## src/rtl/parking_gate_ctrl.sv

```systemverilog
// Multi-slot parking gate: password entry with lockout,
// occupancy counting and a two-digit 7-segment readout.
module parking_gate_ctrl #(
  parameter int                  CAPACITY       = 8,
  parameter int                  PW_WIDTH       = 4,
  parameter logic [PW_WIDTH-1:0] PASSWORD       = 4'hA,
  parameter int                  MAX_TRIES      = 3,
  parameter int                  TIMEOUT_CYCLES = 32,
  parameter int                  LOCK_CYCLES    = 16,
  localparam int                 OW = $clog2(CAPACITY + 1)
) (
  input  logic                clk,
  input  logic                reset_n,
  input  logic                sensor_entrance,
  input  logic                sensor_exit,
  input  logic [PW_WIDTH-1:0] password,
  input  logic                pw_valid,
  output logic                gate_open,
  output logic                GREEN_LED,
  output logic                RED_LED,
  output logic [OW-1:0]       occupancy,
  output logic                full,
  output logic                locked,
  output logic [6:0]          HEX_1,
  output logic [6:0]          HEX_2
);

  localparam int TW  = $clog2(MAX_TRIES + 1);
  localparam int TMW = $clog2(TIMEOUT_CYCLES + 1);
  localparam int LKW = $clog2(LOCK_CYCLES + 1);

  typedef enum logic [2:0] {
    S_IDLE,
    S_WAIT,
    S_WRONG,
    S_RIGHT,
    S_LOCK
  } state_t;

  state_t         state;
  logic [TW-1:0]  tries;
  logic [TMW-1:0] tmr;
  logic [LKW-1:0] lock_cnt;
  logic           exit_prev;
  logic           inc;
  logic           dec;
  logic [6:0]     occ7;
  logic [3:0]     tens;
  logic [3:0]     ones;

  assign inc  = (state == S_RIGHT) && !sensor_entrance;
  assign dec  = sensor_exit && !exit_prev;
  assign full = (occupancy == OW'(CAPACITY));

  function automatic logic [6:0] seg7(input logic [3:0] d);
    logic [6:0] s;
    case (d)
      4'd0:    s = 7'b1000000;
      4'd1:    s = 7'b1111001;
      4'd2:    s = 7'b0100100;
      4'd3:    s = 7'b0110000;
      4'd4:    s = 7'b0011001;
      4'd5:    s = 7'b0010010;
      4'd6:    s = 7'b0000010;
      4'd7:    s = 7'b1111000;
      4'd8:    s = 7'b0000000;
      4'd9:    s = 7'b0010000;
      default: s = 7'b1111111;
    endcase
    return s;
  endfunction

  // Entry FSM with retry/timeout/lockout counters and registered outputs
  always_ff @(posedge clk or negedge reset_n) begin
    if (!reset_n) begin
      state     <= S_IDLE;
      tries     <= '0;
      tmr       <= '0;
      lock_cnt  <= '0;
      gate_open <= 1'b0;
      GREEN_LED <= 1'b0;
      RED_LED   <= 1'b0;
      locked    <= 1'b0;
    end else begin
      unique case (state)
        S_IDLE: begin
          if (sensor_entrance && !full) begin
            state   <= S_WAIT;
            tries   <= '0;
            tmr     <= '0;
            RED_LED <= 1'b1;
          end
        end
        S_WAIT, S_WRONG: begin
          if (pw_valid) begin
            if (password == PASSWORD) begin
              state     <= S_RIGHT;
              RED_LED   <= 1'b0;
              GREEN_LED <= 1'b1;
              gate_open <= 1'b1;
            end else if (tries + TW'(1) == TW'(MAX_TRIES)) begin
              state    <= S_LOCK;
              lock_cnt <= '0;
              RED_LED  <= 1'b1;
              locked   <= 1'b1;
            end else begin
              state   <= S_WRONG;
              tries   <= tries + TW'(1);
              tmr     <= '0;
              RED_LED <= (state == S_WAIT) ? 1'b1 : ~RED_LED;
            end
          end else if (tmr == TMW'(TIMEOUT_CYCLES - 1)) begin
            state   <= S_IDLE;
            RED_LED <= 1'b0;
          end else begin
            tmr <= tmr + TMW'(1);
            if (state == S_WRONG) RED_LED <= ~RED_LED;
          end
        end
        S_RIGHT: begin
          if (!sensor_entrance) begin
            state     <= S_IDLE;
            GREEN_LED <= 1'b0;
            gate_open <= 1'b0;
          end
        end
        S_LOCK: begin
          if (lock_cnt == LKW'(LOCK_CYCLES - 1)) begin
            state   <= S_IDLE;
            tries   <= '0;
            RED_LED <= 1'b0;
            locked  <= 1'b0;
          end else begin
            lock_cnt <= lock_cnt + LKW'(1);
          end
        end
        default: begin
          state     <= S_IDLE;
          gate_open <= 1'b0;
          GREEN_LED <= 1'b0;
          RED_LED   <= 1'b0;
          locked    <= 1'b0;
        end
      endcase
    end
  end

  // Saturating occupancy counter; entry and exit together cancel out
  always_ff @(posedge clk or negedge reset_n) begin
    if (!reset_n) begin
      occupancy <= '0;
      exit_prev <= 1'b0;
    end else begin
      exit_prev <= sensor_exit;
      if (inc && !dec && occupancy != OW'(CAPACITY))
        occupancy <= occupancy + OW'(1);
      else if (dec && !inc && occupancy != '0)
        occupancy <= occupancy - OW'(1);
    end
  end

  // Split occupancy into decimal digits for the active-low display
  always_comb begin
    occ7  = 7'(occupancy);
    tens  = 4'(occ7 / 7'd10);
    ones  = 4'(occ7 % 7'd10);
    HEX_1 = seg7(tens);
    HEX_2 = seg7(ones);
  end

endmodule

```

## config.mk

```make
export PLATFORM = sky130hd
export DESIGN_NAME = parking_gate_ctrl
export DESIGN_NICKNAME = d
export VERILOG_FILES = /design/src/rtl/parking_gate_ctrl.sv
export SDC_FILE = /design/constraint.sdc
export NUM_CORES = 1
export LEC_CHECK = 0
export ABC_AREA = 1
export CORE_MARGIN = 5
export CORE_UTILIZATION = 27
export DETAILED_ROUTE_END_ITERATION = 7
export GPL_TIMING_DRIVEN = 1
export PLACE_DENSITY = 0.58
export SYNTH_ARGS = -nofsm -noshare
export SYNTH_HDL_FRONTEND = slang
export SYNTH_SLANG_ARGS = --single-unit
```

## constraint.sdc

```tcl
create_clock -name clk -period 2.1 [get_ports clk]
set_input_delay 0.315 -clock clk [delete_from_list [all_inputs] [get_ports clk]]
set_output_delay 0.315 -clock clk [all_outputs]
set_load 0.02 [all_outputs]
```

==> results.cfg <==
[critical_path]
crit_path_cell_trace = inv_2 -> ha_4 -> inv_2 -> ha_4 -> inv_4 -> nand3_4 -> nand2_4 -> ha_4 -> nand3b_1 -> nand3_2 -> nand2_2 -> buf_6
required_ps = 1780
path_buf_inv = 4
crit_arrival_ps = 1990
cp_slowest_cell = dfrtp_2
cp-end-kind = output pin
reg2reg_to = occupancy[3]
r2r-start = occupancy[3]
path_common_cell = ha_4
path_class = flip-flop to output pin
rr_worst_depth = 13
r2r_slack_ps = 80
start_kind = flip-flop
cp_top_family = simple AND/OR/NAND/NOR gates
crit_fanout = 4
max_stage_delay_ps = 420

[timing]
final.period_utilization_pct = 110
rsz0062_at_grt = true
setup_viol = 7
fin_crit_ps = 2300
whs_ps = 397
maxSlewViolCount = 0
finalSetupTns_ps = -1040
max_freq_mhz = 434
setup_ws_ps = -205
fin_skew_ps = 8.54
hold_violations = 0

[floorplanning]
die_y_um = 94.1
die_w_um = 94.1
pin_count = 32
start_util_pct = 28.0
rows = 30
placeableCoreArea_mm2 = 0.00683
dieArea_mm2 = 0.00886

[pwr]
clock_power_share_pct = 8.3
p_total_mw = 4.99
p_per_area_mw_per_mm2 = 1830
ir_drop_mv = 0.414
combPwrFrac_pct = 76.2
p_int_mw = 2.55
p_sw_share_pct = 48.9
seqPwrFrac_pct = 15.5
p_switching_mw = 2.44
p_leak_nw = 1.37

[synth]
synth_mux_area_share_pct = 0
synthAdderAreaFrac_pct = 9.55
yosysWarnings = 0
ys_seq_elements = 24
synth_most_common_cell = nand2_1
synth_compound_area_share_pct = 5.43
synth_edf_count = 0
seq_area_frac_synth_pct = 31.4
synth_cell_types = 29
synthTopCellsByCount = 82 x nand2_1, 31 x nand3_1, 28 x inv_1
synth_area_mm2 = 0.00191
synth_ff_type = dfrtp_1
synth_top_family_by_area = simple AND/OR/NAND/NOR gates
synth_xor_area_share_pct = 1.37
synth_area_leader_cell = dfrtp_1
yosys.area.top_type_share_pct = 31.4
postSynth.asyncResetShare_pct = 100
syn_inst = 274
yosys.area_share.simple_pct = 41.0
synth_area_per_cell_um2 = 6.98
yosys-top-cells-area = dfrtp_1 31%, nand2_1 16%, ha_1 8.5%

[global_route]
antenna_found_initial = 0
grt_pass1_vias = 1769
grt_pass1_wl_mm = 7.66
grt_usage_pct = 10.5
grt_overflow = 0
grt_max_degree = 25

[route]
routedWlPerCell_um = 10.8
firstDrtPassIters = 4
drt_iter0_markers = 55
antenna_left = 0
vias = 1852
totalWireLength_mm = 4.55
drc = 0
viasPerCell = 4.40

[clock_network]
root_buffer = clkbuf_8
clock_path_buffers = 2
ctsHtreeMaxLevel = 1
clk_latency_ps = 270
cts_hold_buf = 0
path_clk_slew_ps = 100
cts_tree = done
cts.sinks = 24
cts-buffers-inserted = 3

[job]
cap_violations = 0

[place]
pre_cts_ws_ps = -448
place.gp.congestion = 0.843
dp_hpwl_mm = 3.37
io_buffers = 28

[cells_and_area]
drive_above_1_share_pct = 35.1
nets = 349
fillers = 721
num_antenna_cells = 0
syn_to_final_growth_pct = 42.1

[status]
violations = negative setup slack
status = finished with violations

[hold_path]
hold_class = input port to asynchronous set/reset pin
worst max-delay path by stage:
stage            startpoint       end  depth (start not counted)
2_1_floorplan  occupancy[1]  HEX_2[3]                         11
3_3_place_gp   occupancy[1]  HEX_2[5]                         13
3_5_place_dp   occupancy[1]  HEX_2[3]                         14
4_1_cts        occupancy[2]  HEX_2[3]                         12
5_1_grt        occupancy[1]  HEX_2[3]                         12
6_report       occupancy[1]  HEX_2[3]                         12
state kept, by name, summed over array words and instances, names as in the netlist:
name,flops
occupancy,4
state,3
lock_cnt,5
RED_LED,1
GREEN_LED,1
tmr,6
locked,1
exit_prev,1
tries,2
per-stage QoR:
step                utilization, %  area (um^2)  instances
finish                        39.8         2720        421
global route                  39.8         2720        421
CTS                           38.6         2640        418
detailed placement            35.2         2410        410
global placement              35.2         2410        410
floorplan                        -         1930        275
timing repair:
| item | CTS | global route |
|---|---|---|
| gates cloned | 0 | 0 |
| resized for setup | 75 | 30 |
| pin swaps | 10 | 9 |
| setup buffers | 4 | 3 |
| endpoints found under the setup margin | 12 | 14 |
final cells by class:
type / instances / area, um^2 / area share [%]
Clock buffer: 3 / 41.3 / 1.52
Sequential cell: 24 / 606 / 22.3
Tap cell: 96 / 120 / 4.42
Clock inverter: 1 / 30.0 / 1.10
Timing Repair Buffer: 54 / 467 / 17.2
Inverter: 38 / 148 / 5.43
Multi-Input combinational cell: 205 / 1310 / 48.1
routing by layer:
metal  up-vias  part of all wire, %  global-route usage, %
met3         2                  2.5                   1.28
met2        20                   51                   18.9
li1        965                    -                      -
met4         0                  1.0                   3.25
met1       865                   46                   12.9
met5         -                    0                      0
power groups by stage:
stage	clock network, mW	registers, mW	logic [mW]
2_1_floorplan	0	0.867	1.90
3_3_place_gp	0	0.767	3.10
3_5_place_dp	0	0.771	3.13
4_1_cts	0.423	0.769	3.55
5_1_grt	0.447	0.801	4.18
6_report	0.414	0.772	3.80
layout by cell type, fill, tap and decap left out, types with 2 or more instances in the layout:
master / netlist / final
nand2_1: 82 / 71
buf_4: 7 / 25
nand3_1: 31 / 22
inv_1: 28 / 21
dfrtp_1: 24 / 20
nor2_1: 20 / 19
nand2_2: 11 / 16
clkdlybuf4s50_1: 0 / 16
inv_2: 10 / 15
nand3_2: 3 / 10
o21ai_0: 9 / 9
buf_6: 1 / 8
ha_1: 13 / 7
nand2_4: 0 / 6
nand4_1: 6 / 6
nand3b_1: 4 / 4
ha_4: 0 / 4
dfrtp_2: 0 / 4
clkbuf_2: 0 / 4
xor2_1: 3 / 3
o21ai_1: 3 / 3
conb_1: 2 / 3
clkbuf_8: 0 / 3
inv_4: 0 / 2
nand3_4: 0 / 2
nor2_2: 1 / 2
nor2_4: 2 / 2
nor3_1: 2 / 2
or2_2: 2 / 2
ha_2: 0 / 2
cell families (layout without fill, tap and decap cells):
family                     Yosys count  in the layout
AOI/OAI and AO/OA                   18             18
xor gates and xnor gates             3              3
adders and majority gates           14             14
buffers and inverters               46             96
DFF                                 24             24
other                                2              3
and+or+nand+nor                    167            167
Note: power is estimated with default switching activity, not from simulation.
